<file path="src/rtl/fifo_pkg.sv">
// Shared FIFO pointer helpers: Gray encode/decode and default address width.
// Latency: pure functions, no state.
// Backpressure: not applicable.
package fifo_pkg;

  localparam int FIFO_ADDR_W = 4;

  // Functions work on a fixed wide vector; callers zero-extend narrower
  // pointers, which leaves both conversions exact for the low bits.
  localparam int GRAY_MAX_W = 16;

  function automatic logic [GRAY_MAX_W-1:0] bin2gray(input logic [GRAY_MAX_W-1:0] b);
    return b ^ (b >> 1);
  endfunction

  function automatic logic [GRAY_MAX_W-1:0] gray2bin(input logic [GRAY_MAX_W-1:0] g);
    logic [GRAY_MAX_W-1:0] b;
    b[GRAY_MAX_W-1] = g[GRAY_MAX_W-1];
    for (int i = GRAY_MAX_W - 2; i >= 0; i--) begin
      b[i] = b[i+1] ^ g[i];
    end
    return b;
  endfunction

endpackage

</file>
<file path="src/rtl/sync_nff.sv">
// Multi-flop synchroniser for a Gray-coded bus crossing into the R_CLK domain.
// Latency: STAGES R_CLK edges from d to q.
// Backpressure: none; samples every cycle.
// Ports: R_CLK clock, RST async active-low reset, d async input, q synchronised output.
module sync_nff #(
  parameter int WIDTH  = 1,
  parameter int STAGES = 2
) (
  input  logic             R_CLK,
  input  logic             RST,
  input  logic [WIDTH-1:0] d,
  output logic [WIDTH-1:0] q
);

  logic [STAGES-1:0][WIDTH-1:0] stage;

  always_ff @(posedge R_CLK or negedge RST) begin
    if (!RST) begin
      stage <= '0;
    end else begin
      stage <= {stage[STAGES-2:0], d};
    end
  end

  assign q = stage[STAGES-1];

endmodule

</file>
<file path="src/rtl/fifo_rd_ctrl.sv">
// Read-side controller of an async FIFO: read pointer, empty/almost-empty, fill level, underflow.
// Latency: read reflected next cycle; remote writes visible after SYNC_STAGES+1 edges.
// Backpressure: reads refused while EMPTY_flag is set; such requests raise sticky UNDERFLOW.
// Ports: R_CLK/RST clock and async active-low reset; Rinc read request; wptr_gray remote
//        write pointer; clr_underflow clears UNDERFLOW; read_addr, rptr_gray, EMPTY_flag,
//        AEMPTY_flag, rd_level, UNDERFLOW are all registered outputs.
module fifo_rd_ctrl
  import fifo_pkg::*;
#(
  parameter int ADDR_W      = FIFO_ADDR_W,
  parameter int SYNC_STAGES = 2,
  parameter int AEMPTY_TH   = 2
) (
  input  logic              R_CLK,
  input  logic              RST,
  input  logic              Rinc,
  input  logic [ADDR_W:0]   wptr_gray,
  input  logic              clr_underflow,
  output logic [ADDR_W-1:0] read_addr,
  output logic [ADDR_W:0]   rptr_gray,
  output logic              EMPTY_flag,
  output logic              AEMPTY_flag,
  output logic [ADDR_W:0]   rd_level,
  output logic              UNDERFLOW
);

  localparam int PW = ADDR_W + 1;

  logic [PW-1:0] rbin;
  logic [PW-1:0] rbin_next;
  logic [PW-1:0] rgray_next;
  logic [PW-1:0] wq;
  logic [PW-1:0] wbin;
  logic [PW-1:0] level_next;
  logic          rd_en;
  logic          empty_next;
  logic          aempty_next;
  logic          underflow_next;

  sync_nff #(
    .WIDTH (PW),
    .STAGES(SYNC_STAGES)
  ) u_wptr_sync (
    .R_CLK(R_CLK),
    .RST  (RST),
    .d    (wptr_gray),
    .q    (wq)
  );

  always_comb begin
    rd_en      = Rinc & ~EMPTY_flag;
    rbin_next  = rbin + PW'(rd_en);
    rgray_next = PW'(bin2gray(GRAY_MAX_W'(rbin_next)));
    wbin       = PW'(gray2bin(GRAY_MAX_W'(wq)));
    // Flags look at the post-read pointer so a read shows up next cycle,
    // while wq lags the writer, keeping empty/level pessimistic.
    level_next     = wbin - rbin_next;
    empty_next     = (rgray_next == wq);
    aempty_next    = (int'(level_next) <= AEMPTY_TH);
    // A fresh underflow outranks a clear in the same cycle.
    underflow_next = (Rinc & EMPTY_flag) | (UNDERFLOW & ~clr_underflow);
  end

  always_ff @(posedge R_CLK or negedge RST) begin
    if (!RST) begin
      rbin        <= '0;
      rptr_gray   <= '0;
      rd_level    <= '0;
      UNDERFLOW   <= 1'b0;
      EMPTY_flag  <= 1'b1;
      AEMPTY_flag <= 1'b1;
    end else begin
      rbin        <= rbin_next;
      rptr_gray   <= rgray_next;
      rd_level    <= level_next;
      UNDERFLOW   <= underflow_next;
      EMPTY_flag  <= empty_next;
      AEMPTY_flag <= aempty_next;
    end
  end

  // Low bits of the binary pointer register; the extra MSB only marks the lap.
  assign read_addr = rbin[ADDR_W-1:0];

endmodule

</file>
<file path="config.mk">
export PLATFORM = sky130hd
export DESIGN_NAME = fifo_rd_ctrl
export DESIGN_NICKNAME = d
export VERILOG_FILES = /design/src/rtl/fifo_pkg.sv /design/src/rtl/sync_nff.sv /design/src/rtl/fifo_rd_ctrl.sv
export SDC_FILE = /design/constraint.sdc
export NUM_CORES = 1
export LEC_CHECK = 0
export ABC_AREA = 1
export BUFFER_PORTS_ARGS = -buffer_cell sky130_fd_sc_hd__buf_2
export CORE_MARGIN = 2
export CORE_UTILIZATION = 40
export DETAILED_ROUTE_END_ITERATION = 10
export GPL_ROUTABILITY_DRIVEN = 0
export PLACE_DENSITY_LB_ADDON = 0.25
export SLEW_MARGIN = 20
export SYNTH_ARGS = -nofsm -noshare
export SYNTH_HDL_FRONTEND = slang
export SYNTH_SLANG_ARGS = --single-unit
</file>
<file path="constraint.sdc">
create_clock -name R_CLK -period 3.7 [get_ports R_CLK]
set_input_delay 0.37 -clock R_CLK [delete_from_list [all_inputs] [get_ports R_CLK]]
set_output_delay 0.37 -clock R_CLK [all_outputs]
set_load 0.005 [all_outputs]
</file>
==> results_dict.tcl <==
set metrics [dict create \
    rsz0062_at_grt "no" \
    grt.total_usage 0.140 \
    ant_nets 0 \
    num_antenna_cells 0 \
    port_buffers 25 \
    synth_warnings 0 \
    worst_pin_slew_ns 0.557 \
    required_ns 3.97 \
    wl_per_cell_um 10.5 \
    die_h_um 61.6 \
    critPathKind "register to register" \
    core_area_mm2 0.00310 \
    yosysMostFrequentCell "nand2_1" \
    finish.net_count 190 \
    worst_setup_path_end_kind "register" \
    maxSlewViolCount 0 \
    grt_pass1_vias 904 \
    cts-root-buf "clkbuf_4" \
    synth_ff_type "dfrtp_1" \
    cts_buffers 3 \
    syn-cell-area_mm2 0.00133 \
    ys_seq_elements 27 \
    fin_crit_ns 2.37 \
    cts_htree_levels 1 \
    regToRegSetupSlack_ns 1.33 \
    peakVddDrop_uv 336 \
    yosys.area.top_type "dfrtp_1" \
    via_count 982 \
    grt_pass1_wl_um 3860 \
    hold_viol_final 0 \
    synth_nets 161 \
    slew_headroom 0.629 \
    routed_wl_um 2280 \
    setup_viol 0 \
    critPathSlowestCell "fa_1" \
    avgSynthCellArea_um2 9.16 \
    critPathMaxStageDelay_ns 0.46 \
    worstPathCellList "inv_1 -> nand2_1 -> nand3_1 -> nand2_2 -> xor2_2 -> xor2_1 -> ha_1 -> inv_1 -> fa_1 -> inv_1 -> nor2_1 -> nor2_1 -> nand3_1 -> nor2_2" \
    maxCapViolCount 0 \
    async_reset_ff_frac 1.00 \
    grt_max_degree 28 \
    die-area_mm2 0.00380 \
    clock_path_buffers 2 \
    cp_num_buf_inv 3 \
    route.detailed.drc 0 \
    cpMostUsedCell "inv_1" \
    yosysSeqAreaShare 0.510 \
    ioPinCount 26 \
    synth_common_cells "nand2_1 (36), dfrtp_1 (25), inv_1 (18)" \
    cts_tree "yes" \
    ys_top_cells_by_area "dfrtp_1 (47%), nand2_1 (10%), nand2_2 (8.0%)" \
    n_fill_cell 327 \
    clk_latency_ns 0.32 \
    cts.clk_slew.worst_paths_ns 0.13 \
    drive_gt1_frac 0.335 \
    post_cts_buffers 0 \
    synth.distinct_cells 21 \
    synth_edf_count 0 \
    synth_top_area_share 0.471 \
    syn-instance-count 145 \
    period_share 0.641 \
    antenna_found_initial 0 \
    firstDrtPassIters 4 \
    worstPathArrival_ns 2.64 \
    path_delay_family "simple AND/OR/NAND/NOR gates" \
    fin_skew_ns 0.00192 \
    cts_resized 0 \
    power_density_mw_per_mm2 785 \
    leakagePower_nw 0.832 \
    ctsHoldBuffers 0 \
    startpoint_type "register" \
    hold_path_class "input port to asynchronous set/reset pin" \
    die_w_um 61.6 \
    start_util 0.428 \
    grt-ovfl-total 0 \
    max_freq_mhz 422 \
    p_total_mw 1.20 \
    vias_per_cell 4.53 \
    clock_sinks 27 \
    dp_hpwl_um 1830 \
    finalSetupTns_ns 0 \
    path_max_fanout 4 \
    row_count 20 \
    status "finished clean" \
    drt-initial-drc-count 53 \
    area_growth_pct 15.0 \
]
[report_power, final]
| group | internal, mW | total, mW | leakage, nW | switching [mW] |
|---|---|---|---|---|
| Combinational | 0.244 | 0.623 | 0.497 | 0.380 |
| Sequential | 0.390 | 0.452 | 0.320 | 0.0619 |
| Clock | 0.0422 | 0.123 | 0.0150 | 0.0807 |
[stage by stage]
| step | hold slack (ns) | setup slack, ns | area (um^2) | instances | util |
|---|---|---|---|---|---|
| 2_1_floorplan | 0.0744 | 1.57 | 1330 | 145 | - |
| 3_3_place_gp | 0.334 | 1.41 | 1500 | 213 | 0.484 |
| 3_5_place_dp | 0.335 | 1.35 | 1500 | 213 | 0.484 |
| 4_1_cts | 0.0427 | 1.29 | 1530 | 217 | 0.492 |
| 5_1_grt | 0.0531 | 1.05 | 1530 | 217 | 0.492 |
| 6_report | 0.0181 | 1.33 | 1530 | 217 | 0.492 |
[flip-flops by register name (all words and copies together) (netlist names)]
name               flops
rptr_gray              4
AEMPTY_flag            1
rd_level               5
EMPTY_flag             1
UNDERFLOW              1
rbin                   5
u_wptr_sync.q          5
u_wptr_sync.stage      5
[metal layers]
layer	vias to the layer above	routed length (um)	global-route usage
met4	0	40	0.0669
met3	5	120	0.0231
met5	-	0	0
met1	453	1050	0.186
met2	23	1070	0.223
li1	501	-	-
[worst register-to-register path, cell delays in order (launching register included)]
cell     delay (ns)
dfrtp_1        0.42
inv_1          0.07
nand2_1        0.07
nand3_1        0.11
nand2_2        0.14
xor2_2         0.24
xor2_1         0.18
ha_1           0.17
inv_1          0.06
fa_1           0.46
inv_1          0.07
nor2_1         0.03
nor2_1         0.10
nand3_1        0.10
nor2_2         0.11
[kinds of logic after synthesis]
| logic type | after synthesis | synth area share |
|---|---|---|
| AO/OA/AOI/OAI | 4 | 0.0179 |
| XOR/XNOR | 4 | 0.0320 |
| adder cells (fa/ha/maj) | 7 | 0.0716 |
| buffers and inverters | 21 | 0.0621 |
| flip-flops | 27 | 0.510 |
| AND/OR/NAND/NOR | 82 | 0.306 |
[layout make-up]
cell class	count	area (um^2)	area share
Sequential cell	27	678	0.444
Multi-Input combinational cell	97	568	0.372
Timing Repair Buffer	25	125	0.0819
Inverter	20	75.1	0.0491
Tap cell	44	55.1	0.0360
Clock buffer	4	26.3	0.0172
[cell usage in the layout, fill, tap and decap left out, drive strengths merged]
cell	n
a21oi	2
buf	25
clkbuf	4
dfrtp	25
dfstp	2
fa	1
ha	6
inv	20
nand2	54
nand3	16
nand3b	1
nand4	2
nor2	9
o21ai	2
xor2	4
[final timing paths]
kind / cells past startpoint / start / to
worst max-delay path: 14 / u_wptr_sync.q[3] / AEMPTY_flag
worst min-delay path: 1 / RST / u_wptr_sync.stage[2]
worst max register to register: 14 / u_wptr_sync.q[3] / AEMPTY_flag
worst min register to register: 0 / u_wptr_sync.stage[0] / u_wptr_sync.q[0]
max in group asynchronous: 1 / RST / EMPTY_flag
min in group R_CLK: 1 / wptr_gray[3] / u_wptr_sync.stage[3]
(Power assumes the default switching activity.)
